### config.mk
export PLATFORM = sky130hd
export DESIGN_NAME = counter_cmd_ctrl
export DESIGN_NICKNAME = d
export VERILOG_FILES = /design/src/rtl/counter_cmd_ctrl.sv
export SDC_FILE = /design/constraint.sdc
export NUM_CORES = 1
export LEC_CHECK = 0
export BUFFER_PORTS_ARGS = -buffer_cell sky130_fd_sc_hd__buf_4
export CAP_MARGIN = 20
export CORE_MARGIN = 2
export CORE_UTILIZATION = 60
export DETAILED_ROUTE_END_ITERATION = 8
export GPL_ROUTABILITY_DRIVEN = 0
export GPL_TIMING_DRIVEN = 0
export PLACE_DENSITY = 0.77
export SYNTH_ARGS = -nofsm -noshare
export SYNTH_HDL_FRONTEND = slang
export SYNTH_SLANG_ARGS = --single-unit
### constraint.sdc
create_clock -name clk -period 3.3 [get_ports clk]
set_clock_uncertainty 0.15 [all_clocks]
set_input_delay 0.495 -clock clk [delete_from_list [all_inputs] [get_ports clk]]
set_output_delay 0.495 -clock clk [all_outputs]
set_load 0.05 [all_outputs]
### src/rtl/counter_cmd_ctrl.sv
// rtl/counter_cmd_ctrl.sv - operator push-button front end and control FSM for the up/down counter
module counter_cmd_ctrl #(
    parameter int DB_WIDTH = 16,
    parameter int DB_LIMIT = 50000
) (
    input  logic clk,
    input  logic rst,
    input  logic btn_run,
    input  logic btn_step,
    input  logic btn_dir,
    input  logic btn_clr,
    input  logic ovflw,
    output logic act,
    output logic up_dwn_n,
    output logic cnt_rst_n,
    output logic halted
);

    localparam int NB      = 4;
    localparam int B_RUN   = 0;
    localparam int B_STEP  = 1;
    localparam int B_DIR   = 2;
    localparam int B_CLR   = 3;
    localparam logic [DB_WIDTH-1:0] LP_LIMIT_M1 = DB_WIDTH'(DB_LIMIT - 1);

    typedef enum logic [3:0] {
        S_IDLE = 4'b0001,
        S_RUN  = 4'b0010,
        S_STEP = 4'b0100,
        S_HALT = 4'b1000
    } state_t;

    logic [NB-1:0]       w_btn_raw;
    logic [NB-1:0]       r_sync1;
    logic [NB-1:0]       r_sync2;
    logic [NB-1:0]       r_db_b;
    logic [DB_WIDTH-1:0] r_db_cnt [NB];
    logic [NB-1:0]       r_press;

    state_t r_state;
    state_t w_next;
    logic   r_dir;
    logic   r_cnt_rst_n;
    logic   w_clr_go;

    assign w_btn_raw = {btn_clr, btn_dir, btn_step, btn_run};

    always_ff @(posedge clk) begin
        if (rst) begin
            r_sync1 <= '0;
            r_sync2 <= '0;
        end else begin
            r_sync1 <= w_btn_raw;
            r_sync2 <= r_sync1;
        end
    end

    // The press pulse is registered alongside the level so it lines up with the first cycle b reads 1.
    always_ff @(posedge clk) begin
        if (rst) begin
            r_db_b  <= '0;
            r_press <= '0;
            for (int i = 0; i < NB; i++) begin
                r_db_cnt[i] <= '0;
            end
        end else begin
            for (int i = 0; i < NB; i++) begin
                if (r_sync2[i] != r_db_b[i]) begin
                    if (r_db_cnt[i] == LP_LIMIT_M1) begin
                        r_db_b[i]   <= r_sync2[i];
                        r_db_cnt[i] <= '0;
                        r_press[i]  <= r_sync2[i];
                    end else begin
                        r_db_cnt[i] <= r_db_cnt[i] + DB_WIDTH'(1);
                        r_press[i]  <= 1'b0;
                    end
                end else begin
                    r_db_cnt[i] <= '0;
                    r_press[i]  <= 1'b0;
                end
            end
        end
    end

    // Overflow is masked while the counter is still being cleared.
    always_comb begin
        w_next = r_state;
        if (r_state != S_HALT && ovflw && r_cnt_rst_n) begin
            w_next = S_HALT;
        end else begin
            case (r_state)
                S_IDLE: begin
                    if (r_press[B_RUN]) begin
                        w_next = S_RUN;
                    end else if (r_press[B_STEP]) begin
                        w_next = S_STEP;
                    end
                end
                S_RUN: begin
                    if (r_press[B_RUN]) begin
                        w_next = S_IDLE;
                    end
                end
                S_STEP: w_next = S_IDLE;
                S_HALT: begin
                    if (r_press[B_CLR]) begin
                        w_next = S_IDLE;
                    end
                end
                default: w_next = S_IDLE;
            endcase
        end
    end

    assign w_clr_go = (r_state == S_HALT) && r_press[B_CLR];

    always_ff @(posedge clk) begin
        if (rst) begin
            r_state     <= S_IDLE;
            r_dir       <= 1'b1;
            r_cnt_rst_n <= 1'b0;
        end else begin
            r_state     <= w_next;
            r_cnt_rst_n <= ~w_clr_go;
            if (r_press[B_DIR] && r_state != S_HALT) begin
                r_dir <= ~r_dir;
            end
        end
    end

    assign act       = (r_state == S_RUN) || (r_state == S_STEP);
    assign halted    = (r_state == S_HALT);
    assign up_dwn_n  = r_dir;
    assign cnt_rst_n = r_cnt_rst_n;

endmodule

# Word level (Yosys, flattened, before mapping)
# Memories as Yosys holds them, arrays and structs flattened.
# Index checks and enable logic that the tools add are counted.
# W data, S select, Z words.
[word_totals]
regBits = 22
latch_bits = 0
mem_bits_rw = 64
mem_bits_ro = 0
inputBits = 7
out_inout_bits = 4
word_cells = 140
mem_count = 1
[mem_list]
columns = ["memory", "words", "word_bits", "rd", "rd_clocked_by_memory_dff", "wr", "line_no", "text"]
rows = [
  ["r_db_cnt", 4, 16, 4, 0, 4, "37", "logic [DB_WIDTH-1:0] r_db_cnt [NB];"],
]
[classes]
add_sub_neg = 4
multipliers = 0
div = 0
order_cmp = 0
n_eq_ne = 19
shifts = 0
n_mux = 64
bitwise = 22
n_reduce_logical = 16
[op_table]
columns = ["operator", "n"]
rows = [
  ["$mux W16", 12],
  ["$add A16 B1 Y16 const B", 4],
  ["$eq A16 B16 Y1 const B", 4],
  ["$mux W1", 46],
  ["$mux W4", 5],
  ["$or A1 B1 Y1", 12],
  ["$pmux W4 S3", 1],
  ["$reduce_or A3 Y1", 4],
  ["$not A1 Y1", 10],
  ["$ne A4 B4 Y1 const B", 2],
  ["$reduce_and A2 Y1", 4],
  ["$ne A3 B3 Y1 const B", 2],
  ["$reduce_and A3 Y1", 2],
  ["$eq A4 B1 Y1 const B", 1],
  ["$eq A4 B2 Y1 const B", 1],
  ["$eq A4 B3 Y1 const B", 1],
  ["$eq A4 B4 Y1 const B", 1],
  ["$logic_and A1 B1 Y1", 4],
  ["$ne A1 B1 Y1", 4],
  ["$ne A3 B1 Y1 const B", 1],
  ["$ne A2 B1 Y1 const B", 1],
  ["$ne A2 B2 Y1 const B", 1],
  ["$reduce_or A2 Y1", 1],
  ["$logic_or A1 B1 Y1", 1],
]

# Longest topological paths before layout
# Gate-level depths: netlist (run 1).
[logic_depth]
ltp_word = 8
mapped_depth = 6
depth_no_buf = 5

# Least setup slack after synthesis (run 1)
# No wires, ideal clock.
[synth_path]
path_type = "register to register"
from = "memory r_db_cnt[3][5]"
to = "memory r_db_cnt[3][4], data pin"
setup_ns = 0.255
t_arrival_ns = 1.771
required_ns = 2.895
setup_slack_ns = 1.124
stages_incl_launch_ff = 6
path_buffers = 1
period_less_slack_ns = 2.176
cell_sequence = "edfxtp_1 > or4b_1 > or4_4 > nand2_4 > buf_6 > nor2_1"
[synth_lines]
columns = ["item", "line_no"]
rows = [
  ["start: declaration", "37"],
]

# Final worst setup path (run 1)
[layout_path]
from = "register r_state[2]"
to = "output halted"
[layout_via]
elab_chain_cells = 1
[layout_rtl]
columns = ["item", "line_no", "text"]
rows = [
  ["start: declaration", "40", "state_t r_state;"],
  ["start signal: assignment", "123", "r_state <= w_next;"],
  ["$eq A4 B4 Y1", "132", "assign halted = (r_state == S_HALT);"],
  ["end: declaration", "16", "output logic halted"],
]
# No other way between the ends.

==> impl_metrics.tcl, run 1 <==
set metrics [dict create \
    fin_hold_ws_ps 216 \
    die_w_um 87.6 \
    whs_path_depth 2 \
    dieHeight_um 87.6 \
    area_growth_pct 14.4 \
    r2r_cells 5 \
    vias 2938 \
    netlist-cell-type-count 38 \
    dieArea_mm2 0.00768 \
    postCtsSetupRepairBufs 0 \
    worstPathCellList "or4b_2, inv_1, buf_4" \
    drive_gt1_share_pct 6.09 \
    fill_cells 512 \
    syn_area_per_cell_um2 10.8 \
    clk_pin_slew_ps 80 \
    antenna_found_initial 0 \
    synthCells 388 \
    cts-hold-fix-buffers 0 \
    firstDrtPassIters 5 \
    maxCapViolations 0 \
    cts_buffer_depth 2 \
    numPortBuffers 9 \
    cts_tree "done" \
    syn-cell-area_mm2 0.00420 \
    total_power_mw 2.04 \
    coreArea_mm2 0.00679 \
    post_dp_cell_area_mm2 0.00462 \
    slew_viol_final 0 \
    viasPerCell 5.14 \
    arrival_ps 1800 \
    synth_ff_type "edfxtp_1" \
    yosys_warnings 0 \
    clkLatencyLatePin_ps 340 \
    drt_iter0_drc 119 \
    antennaDiodeCount 0 \
    ant_nets 0 \
    yosysTopAreaCellShare_pct 45.8 \
    start_util_pct 61.8 \
    worstMarginPinSlew_ps 524 \
    slowest_stage "or4b_2" \
    ys_async_sr_fraction_pct 0 \
    synth-edff-count 64 \
    synthTopCellsByCount "nor2_1, edfxtp_1, xnor2_1" \
    period_minus_slack_ps 2440 \
    wl_per_cell_um 12.8 \
    grtUsageTotal_pct 20.7 \
    ioPinCount 11 \
    rsz0062_at_grt "false" \
    cts_buffers 9 \
    nets 482 \
    worstSetupPathType "register to output port" \
    crit_required_ps 2650 \
    finalWirelength_um 7330 \
    ys_seq_area_share_pct 56.3 \
    ir_drop_mv 0.359 \
    fin_crit_sh_pct 74.0 \
    crit_family "simple AND/OR/NAND/NOR gates" \
    setup_tns_ps 0 \
    hpwl_um 5280 \
    rr_endpoint "r_db_cnt[3][10]$_SDFFCE_PP0P_" \
    status "complete, no violations" \
    powerDensity_mw_per_mm2 425 \
    regToRegStartpoint "r_db_cnt[3][13]$_SDFFCE_PP0P_" \
    slew-limit-headroom_pct 64.6 \
    max_stage_delay_ps 750 \
    start_kind "register" \
    drc 0 \
    cts.repair.resized 0 \
    final-hold-violation-count 0 \
    stdcell_area_mm2 0.00480 \
    rrSetupSlack_ps 1000 \
    clock_sinks 86 \
    worstPathMaxFanout 4 \
    h-tree-depth 3 \
    power_leakage_nw 1.70 \
    holdCritStartpoint "btn_clr" \
    finalSetupViolCount 0 \
    grt_pass1_vias 2863 \
    fmax_mhz 409 \
    min_path_type "input port to register" \
    critPathBufInv 2 \
    holdPathEnd "r_sync1[3]$_SDFF_PP0_" \
    synth_top_cell_by_area "edfxtp_1" \
    grt_pass1_wl_um 12400 \
    synth.area.top_cells "edfxtp_1, xnor2_1, dfxtp_1, nor2_1, nor4_1" \
    grt_start_max_net_pins 14 \
    rows 30 \
    synth-seq-cells 86 \
    grt_overflow 0 \
    end_kind "output port" \
    synth.most_common_cell "nor2_1" \
    cts-root-buf "clkbuf_8" \
]
registers in the layout, indices dropped and copies added, names as in the netlist:
name / flops
r_sync2: 4
r_sync1: 4
r_press: 4
r_db_cnt: 64
r_db_b: 4
cnt_rst_n: 1
r_state: 4
up_dwn_n: 1
cell type report:
type                    count  area [um2]  share of cell area [%]
clock inverters             6        52.6                    1.09
inverters                  13        48.8                    1.02
repair buffers              9        67.6                    1.41
well taps                  96         120                    2.50
clock buffers              10         128                    2.66
plain buffers               7        35.0                   0.730
flip-flops and latches     86        2360                    49.2
multi-input cells         345        1990                    41.4
metrics by stage:
stage,std cells,setup WS (ps),util (%)
global placement,556,1040,68.0
global route,572,805,70.7
floorplan,451,1120,-
detailed placement,556,1010,68.0
CTS,572,839,70.7
finish,572,857,70.7
worst register-to-register path, delay by kind of cell (launching register included):
family	cells	cell delay, ps
AND/OR/NAND/NOR	4	1310
flip-flops	1	450
buffers and inverters	1	150
worst max-delay path by stage:
stage / cells after the start / from / slack (ps) / endpoint
2_1_floorplan: 5 / r_db_cnt[3][5]$_SDFFCE_PP0P_ / 1120 / r_db_cnt[3][4]$_SDFFCE_PP0P_
6_report: 3 / r_state[2]$_SDFFE_PP0P_ / 860 / halted
5_1_grt: 3 / r_state[2]$_SDFFE_PP0P_ / 800 / halted
3_5_place_dp: 5 / r_db_cnt[2][11]$_SDFFCE_PP0P_ / 1010 / r_db_cnt[2][14]$_SDFFCE_PP0P_
3_3_place_gp: 5 / r_db_cnt[3][5]$_SDFFCE_PP0P_ / 1040 / r_db_cnt[3][5]$_SDFFCE_PP0P_
4_1_cts: 3 / r_state[2]$_SDFFE_PP0P_ / 840 / halted
report_power, final:
part           total (mW)  internal, mW  switching [mW]
Sequential           1.24          1.20          0.0424
Combinational      0.0987        0.0427          0.0561
Clock               0.698         0.342           0.356
cell usage in the layout (no fill, tap or decap), types with 7 or more instances in the layout:
cell / synthesis / routed
and3_1: 8 / 8
buf_4: 0 / 9
clkbuf_8: 0 / 9
conb_1: 1 / 64
dfxtp_1: 22 / 22
edfxtp_1: 64 / 64
inv_1: 13 / 13
nand2_1: 13 / 13
nand3_1: 23 / 23
nand4_1: 15 / 15
nor2_1: 75 / 75
nor2b_1: 9 / 9
nor3_1: 20 / 20
nor4_1: 20 / 20
xnor2_1: 53 / 53
xor2_1: 7 / 7
kinds of logic (layout without fill, tap and decap cells):
family,count (synthesis),count (layout),synth area share (%)
AO/OA/AOI/OAI,8,8,1.13
XOR/XNOR,60,60,12.5
adder cells (fa/ha/maj),4,4,1.19
buffers and inverters,20,45,2.00
flip-flops,86,86,56.3
multiplexers,5,5,1.19
other,1,64,0.0893
AND/OR/NAND/NOR,204,204,25.6
routing by layer:
metal	GRT usage (%)	vias to the layer above	wire (um)
met3	4.34	8	131
met4	9.37	0	62
met2	34.8	38	3730
met5	0	-	0
li1	-	1505	-
met1	25.8	1387	3400
(Power assumes the default switching activity.)
==> run 2: changes to the inputs <==
- clock period: 3.3 -> 2.3 ns (I/O delays scaled with it)
==> run 2 against run 1 <==
Against the previous run:
- global-route usage up 0.12 points
- clock-buffer cell count stayed put
- non-clock buffer count rose by 14
- largest power group unchanged
- core utilization grew 1.8 points
- register-to-register slack worse by 990 ps
- critical path type is now register to register
- critical path depth grew 2
- cell area is 2.6% higher
- hold slack worse by 160 ps
==> impl_metrics.tcl, run 2 (same netlist as run 1, synthesis figures left out) <==
set metrics [dict create \
    status "complete, no violations" \
    vias 3047 \
    final_common_cell "nor2_1" \
    nets 496 \
    ioPinCount 11 \
    maxCapViolations 0 \
    grtUsageTotal_pct 20.8 \
    numPortBuffers 9 \
    multi_input_area_mm2 0.00199 \
    drc 0 \
    setup_tns_ps 0 \
    h-tree-depth 3 \
    slew_viol_final 0 \
    grt_pass1_vias 2846 \
    endpoint "r_db_cnt[3][10]$_SDFFCE_PP0P_" \
    coreArea_mm2 0.00679 \
    dieHeight_um 87.6 \
    period_minus_slack_ps 2290 \
    clkLatencyLatePin_ps 350 \
    worstPathMaxFanout 10 \
    rr_endpoint "r_db_cnt[3][10]$_SDFFCE_PP0P_" \
    worst_slack_ps 13.9 \
    pre_cts_ws_ps 8.85 \
    area_growth_pct 17.3 \
    start_util_pct 61.8 \
    die_w_um 87.6 \
    fmax_mhz 437 \
    grt_pass1_wl_um 12500 \
    firstDrtPassIters 5 \
    largest_register_ffs 64 \
    finalWirelength_um 7740 \
    clock_sinks 86 \
    finalSetupViolCount 0 \
    dieArea_mm2 0.00768 \
    cts_buffer_depth 2 \
    crit_required_ps 2250 \
    antennaDiodeCount 0 \
    start_kind "register" \
    cts-root-buf "clkbuf_8" \
    clk_pin_slew_ps 80 \
    rows 30 \
    viasPerCell 5.20 \
    final_cell_mix "nor2_1, edfxtp_1, conb_1" \
    wl_per_cell_um 13.2 \
    slew-limit-headroom_pct 66.1 \
    powerDensity_mw_per_mm2 598 \
    ant_nets 0 \
    top_register "r_db_cnt" \
    total_power_mw 2.95 \
    r2r_cells 5 \
    worstMarginPinSlew_ps 502 \
    end_kind "register" \
    final-hold-violation-count 0 \
    power_leakage_nw 1.77 \
    ir_drop_mv 0.462 \
    worstSetupPathType "register to register" \
    fin_crit_sh_pct 99.4 \
    seqCellArea_mm2 0.00236 \
    grt_start_max_net_pins 16 \
    antenna_found_initial 0 \
    arrival_ps 2240 \
    drive_gt1_share_pct 9.80 \
    regToRegStartpoint "r_db_cnt[3][11]$_SDFFCE_PP0P_" \
    grt_overflow 0 \
    min_path_type "input port to register" \
    cts_tree "done" \
    rrSetupSlack_ps 10 \
    cts_buffers 9 \
    hpwl_um 5280 \
    startpoint "r_db_cnt[3][11]$_SDFFCE_PP0P_" \
    drt_iter0_drc 116 \
    fill_cells 491 \
]
run 2: timing repair:
item	CTS	global route
setup endpoints to repair	6	31
setup buffers	1	15
pin swaps	2	2
hold buffers	0	0
resized for setup	1	4
gates cloned	0	0
run 2: worst min path at each step:
| stage | cells after the start | end | from | slack, ps |
|---|---|---|---|---|
| finish | 2 | r_sync1[1]$_SDFF_PP0_ | btn_step | 60 |
| global route | 2 | r_sync1[2]$_SDFF_PP0_ | btn_dir | 50 |
| CTS | 2 | r_sync1[2]$_SDFF_PP0_ | btn_dir | 50 |
| detailed placement | 1 | r_sync2[2]$_SDFF_PP0_ | r_sync1[2]$_SDFF_PP0_ | 280 |
| global placement | 1 | r_sync2[3]$_SDFF_PP0_ | r_sync1[3]$_SDFF_PP0_ | 270 |
| floorplan | 1 | cnt_rst_n$_SDFF_PP0_ | r_press[3]$_SDFF_PP0_ | 260 |
run 2: worst max-delay path, cell delays in order (launching register included):
cell and delay [ps]:
edfxtp_1 460, or4b_1 510, or4_4 600, nand2_4 120, buf_6 140, nor2_1 60
run 2: report_power, final:
group / internal, mW / switching [mW]
sequential: 1.72 / 0.0589
clock: 0.490 / 0.514
combinational: 0.0735 / 0.0876
run 2: layer usage:
layer,GRT usage [%],share of wire (%),vias up,wire length [um]
met2,35.2,50,73,3880
met3,4.24,3.2,13,246
met5,0,0,-,0
met4,8.53,1.3,0,99
li1,-,-,1530,-
met1,26.3,45,1431,3520
run 2: area by class of cell:
cell class / instances / area share (%)
flip-flops and latches: 86 / 48.0
multi-input cells: 345 / 40.5
repair buffers: 25 / 3.89
clock buffers: 10 / 2.59
well taps: 96 / 2.44
clock inverters: 6 / 1.07
inverters: 13 / 0.991
plain buffers: 5 / 0.584
run 2: through the flow:
| step | util (%) | hold slack (ps) | instance area (um2) | std cells |
|---|---|---|---|---|
| after floorplan | - | 258 | 4430 | 451 |
| after global placement | 68.0 | 269 | 4620 | 556 |
| after detailed placement | 68.0 | 278 | 4620 | 556 |
| after CTS | 70.8 | 53.0 | 4810 | 572 |
| after global routing | 72.5 | 49.5 | 4920 | 586 |
| final | 72.5 | 57.6 | 4920 | 586 |
==> run 3: changes to the inputs <==
- PLACE_DENSITY: 0.77 -> default
- PLACE_DENSITY_LB_ADDON: default -> 0.1
==> run 3 against run 2 <==
Against the previous run:
- core utilization fell by 1.6 points
- power fell by 4.6%
- clock power fell by 12%
==> impl_metrics.tcl, run 3 (same netlist as run 1, synthesis figures left out) <==
set metrics [dict create \
    max_stage_delay_ps 550 \
    power_frac_clock_pct 31.5 \
    endpoint "r_db_cnt[3][9]$_SDFFCE_PP0P_" \
    ioPinCount 11 \
    rr_endpoint "r_db_cnt[3][9]$_SDFFCE_PP0P_" \
    critPathBufInv 1 \
    p_comb_share_pct 5.2 \
    h-tree-depth 3 \
    status "complete, no violations" \
    worstPathCellList "or4b_1, or4_4, nand2_4, buf_6, nor2_1" \
    maxCapViolations 0 \
    cts-root-buf "clkbuf_8" \
    startpoint "r_db_cnt[3][4]$_SDFFCE_PP0P_" \
    area_growth_pct 14.8 \
    slowest_stage "or4_4" \
    worst_slack_ps 79.0 \
    pre_cts_ws_ps -11.2 \
    worstMarginPinSlew_ps 506 \
    wl_per_cell_um 12.2 \
    rows 30 \
    power_leakage_nw 1.70 \
    worstPathMaxFanout 10 \
    switching_share_pct 22.9 \
    place_inst 556 \
    numPortBuffers 9 \
    cts_buffers 9 \
    post_dp_cell_area_mm2 0.00462 \
    stdcell_area_mm2 0.00482 \
    worstSetupPathType "register to register" \
    final-hold-violation-count 0 \
    clkLatencyLatePin_ps 340 \
    crit_required_ps 2250 \
    fin_hold_ws_ps 56.7 \
    dieArea_mm2 0.00768 \
    start_kind "register" \
    grt_pass1_vias 2764 \
    grt_start_max_net_pins 16 \
    cts_tree "done" \
    cp_num_cells 5 \
    final_cell_mix "nor2_1, edfxtp_1, conb_1" \
    drive_gt1_share_pct 7.74 \
    fin_crit_sh_pct 96.6 \
    finalWirelength_um 7000 \
    slew_viol_final 0 \
    antenna_found_initial 0 \
    fin_cells 574 \
    hpwl_um 4980 \
    drt_iter0_drc 137 \
    p_seq_share_pct 63.3 \
    firstDrtPassIters 4 \
    period_minus_slack_ps 2220 \
    powerDensity_mw_per_mm2 583 \
    start_util_pct 61.8 \
    p_int_mw 2.17 \
    ant_nets 0 \
    slew-limit-headroom_pct 65.8 \
    total_power_mw 2.81 \
    clock_sinks 86 \
    crit_family "simple AND/OR/NAND/NOR gates" \
    nets 484 \
    grt_overflow 0 \
    arrival_ps 2170 \
    cts_buffer_depth 2 \
    p_switching_uw 644 \
    end_kind "register" \
    dieHeight_um 87.6 \
    clk_pin_slew_ps 80 \
    seqCellArea_mm2 0.00236 \
    fmax_mhz 450 \
    finalSetupViolCount 0 \
    drc 0 \
    ir_drop_mv 0.399 \
    rrSetupSlack_ps 80 \
    grt_pass1_wl_um 11800 \
    largest_register_ffs 64 \
    grtUsageTotal_pct 19.6 \
    vias 2913 \
    antennaDiodeCount 0 \
    rsz0062_at_grt "false" \
    regToRegStartpoint "r_db_cnt[3][4]$_SDFFCE_PP0P_" \
    fill_cells 525 \
    min_path_type "input port to register" \
    multi_input_area_mm2 0.00200 \
    coreArea_mm2 0.00679 \
    r2r_cells 5 \
    holdCritStartpoint "btn_step" \
    top_register "r_db_cnt" \
    viasPerCell 5.07 \
    die_w_um 87.6 \
    final_common_cell "nor2_1" \
]
## run 3: cell types whose count changed in the layout (fill, tap and decap cells not counted), sizes merged
cell / change
clkbuf: -1
bufinv: -1
clkinvlp: +1
buf: -11
## run 3: final cells by class
class | instances | area share [%]
Sequential cell | 86 | 49.0
Clock inverter | 6 | 0.623
Timing Repair Buffer | 14 | 2.26
Buffer | 4 | 0.494
Clock buffer | 10 | 2.65
Tap cell | 96 | 2.49
Inverter | 13 | 1.01
Multi-Input combinational cell | 345 | 41.4
## run 3: repair_timing
action                     CTS  global route
hold buffers                 0             0
resized for setup            1             3
setup endpoints to repair   14            35
buffers inserted             1             4
pin swaps                    0             1
## run 3: power groups by stage
stage	registers, mW	clock network [mW]	logic (mW)
after floorplan	1.80	0	0.107
after global routing	1.79	0.971	0.166
after CTS	1.78	0.912	0.139
final	1.78	0.884	0.145
after global placement	1.81	0	0.134
after detailed placement	1.82	0	0.136
## run 3: per-stage QoR
step                      utilization [%]  setup TNS, ps
final                                70.9              0
after global routing                 70.9              0
after CTS                            70.5              0
after detailed placement             68.0          -31.5
after global placement               68.0              0
after floorplan                         -              0
## run 3: routing by layer
layer	routed length, um	vias up	track usage (%)
li1	-	1506	-
met1	3280	1367	25.2
met5	0	-	0
met4	82	0	6.01
met2	3450	34	33.1
met3	188	6	4.62
## run 3: worst min-delay path by stage
| stage | end | slack [ps] | cells after the start |
|---|---|---|---|
| after floorplan | cnt_rst_n$_SDFF_PP0_ | 260 | 1 |
| after global routing | r_sync1[1]$_SDFF_PP0_ | 60 | 2 |
| after CTS | r_sync1[2]$_SDFF_PP0_ | 50 | 2 |
| after global placement | r_sync2[3]$_SDFF_PP0_ | 270 | 1 |
| after detailed placement | r_sync2[1]$_SDFF_PP0_ | 270 | 1 |
| final | r_sync1[1]$_SDFF_PP0_ | 60 | 2 |
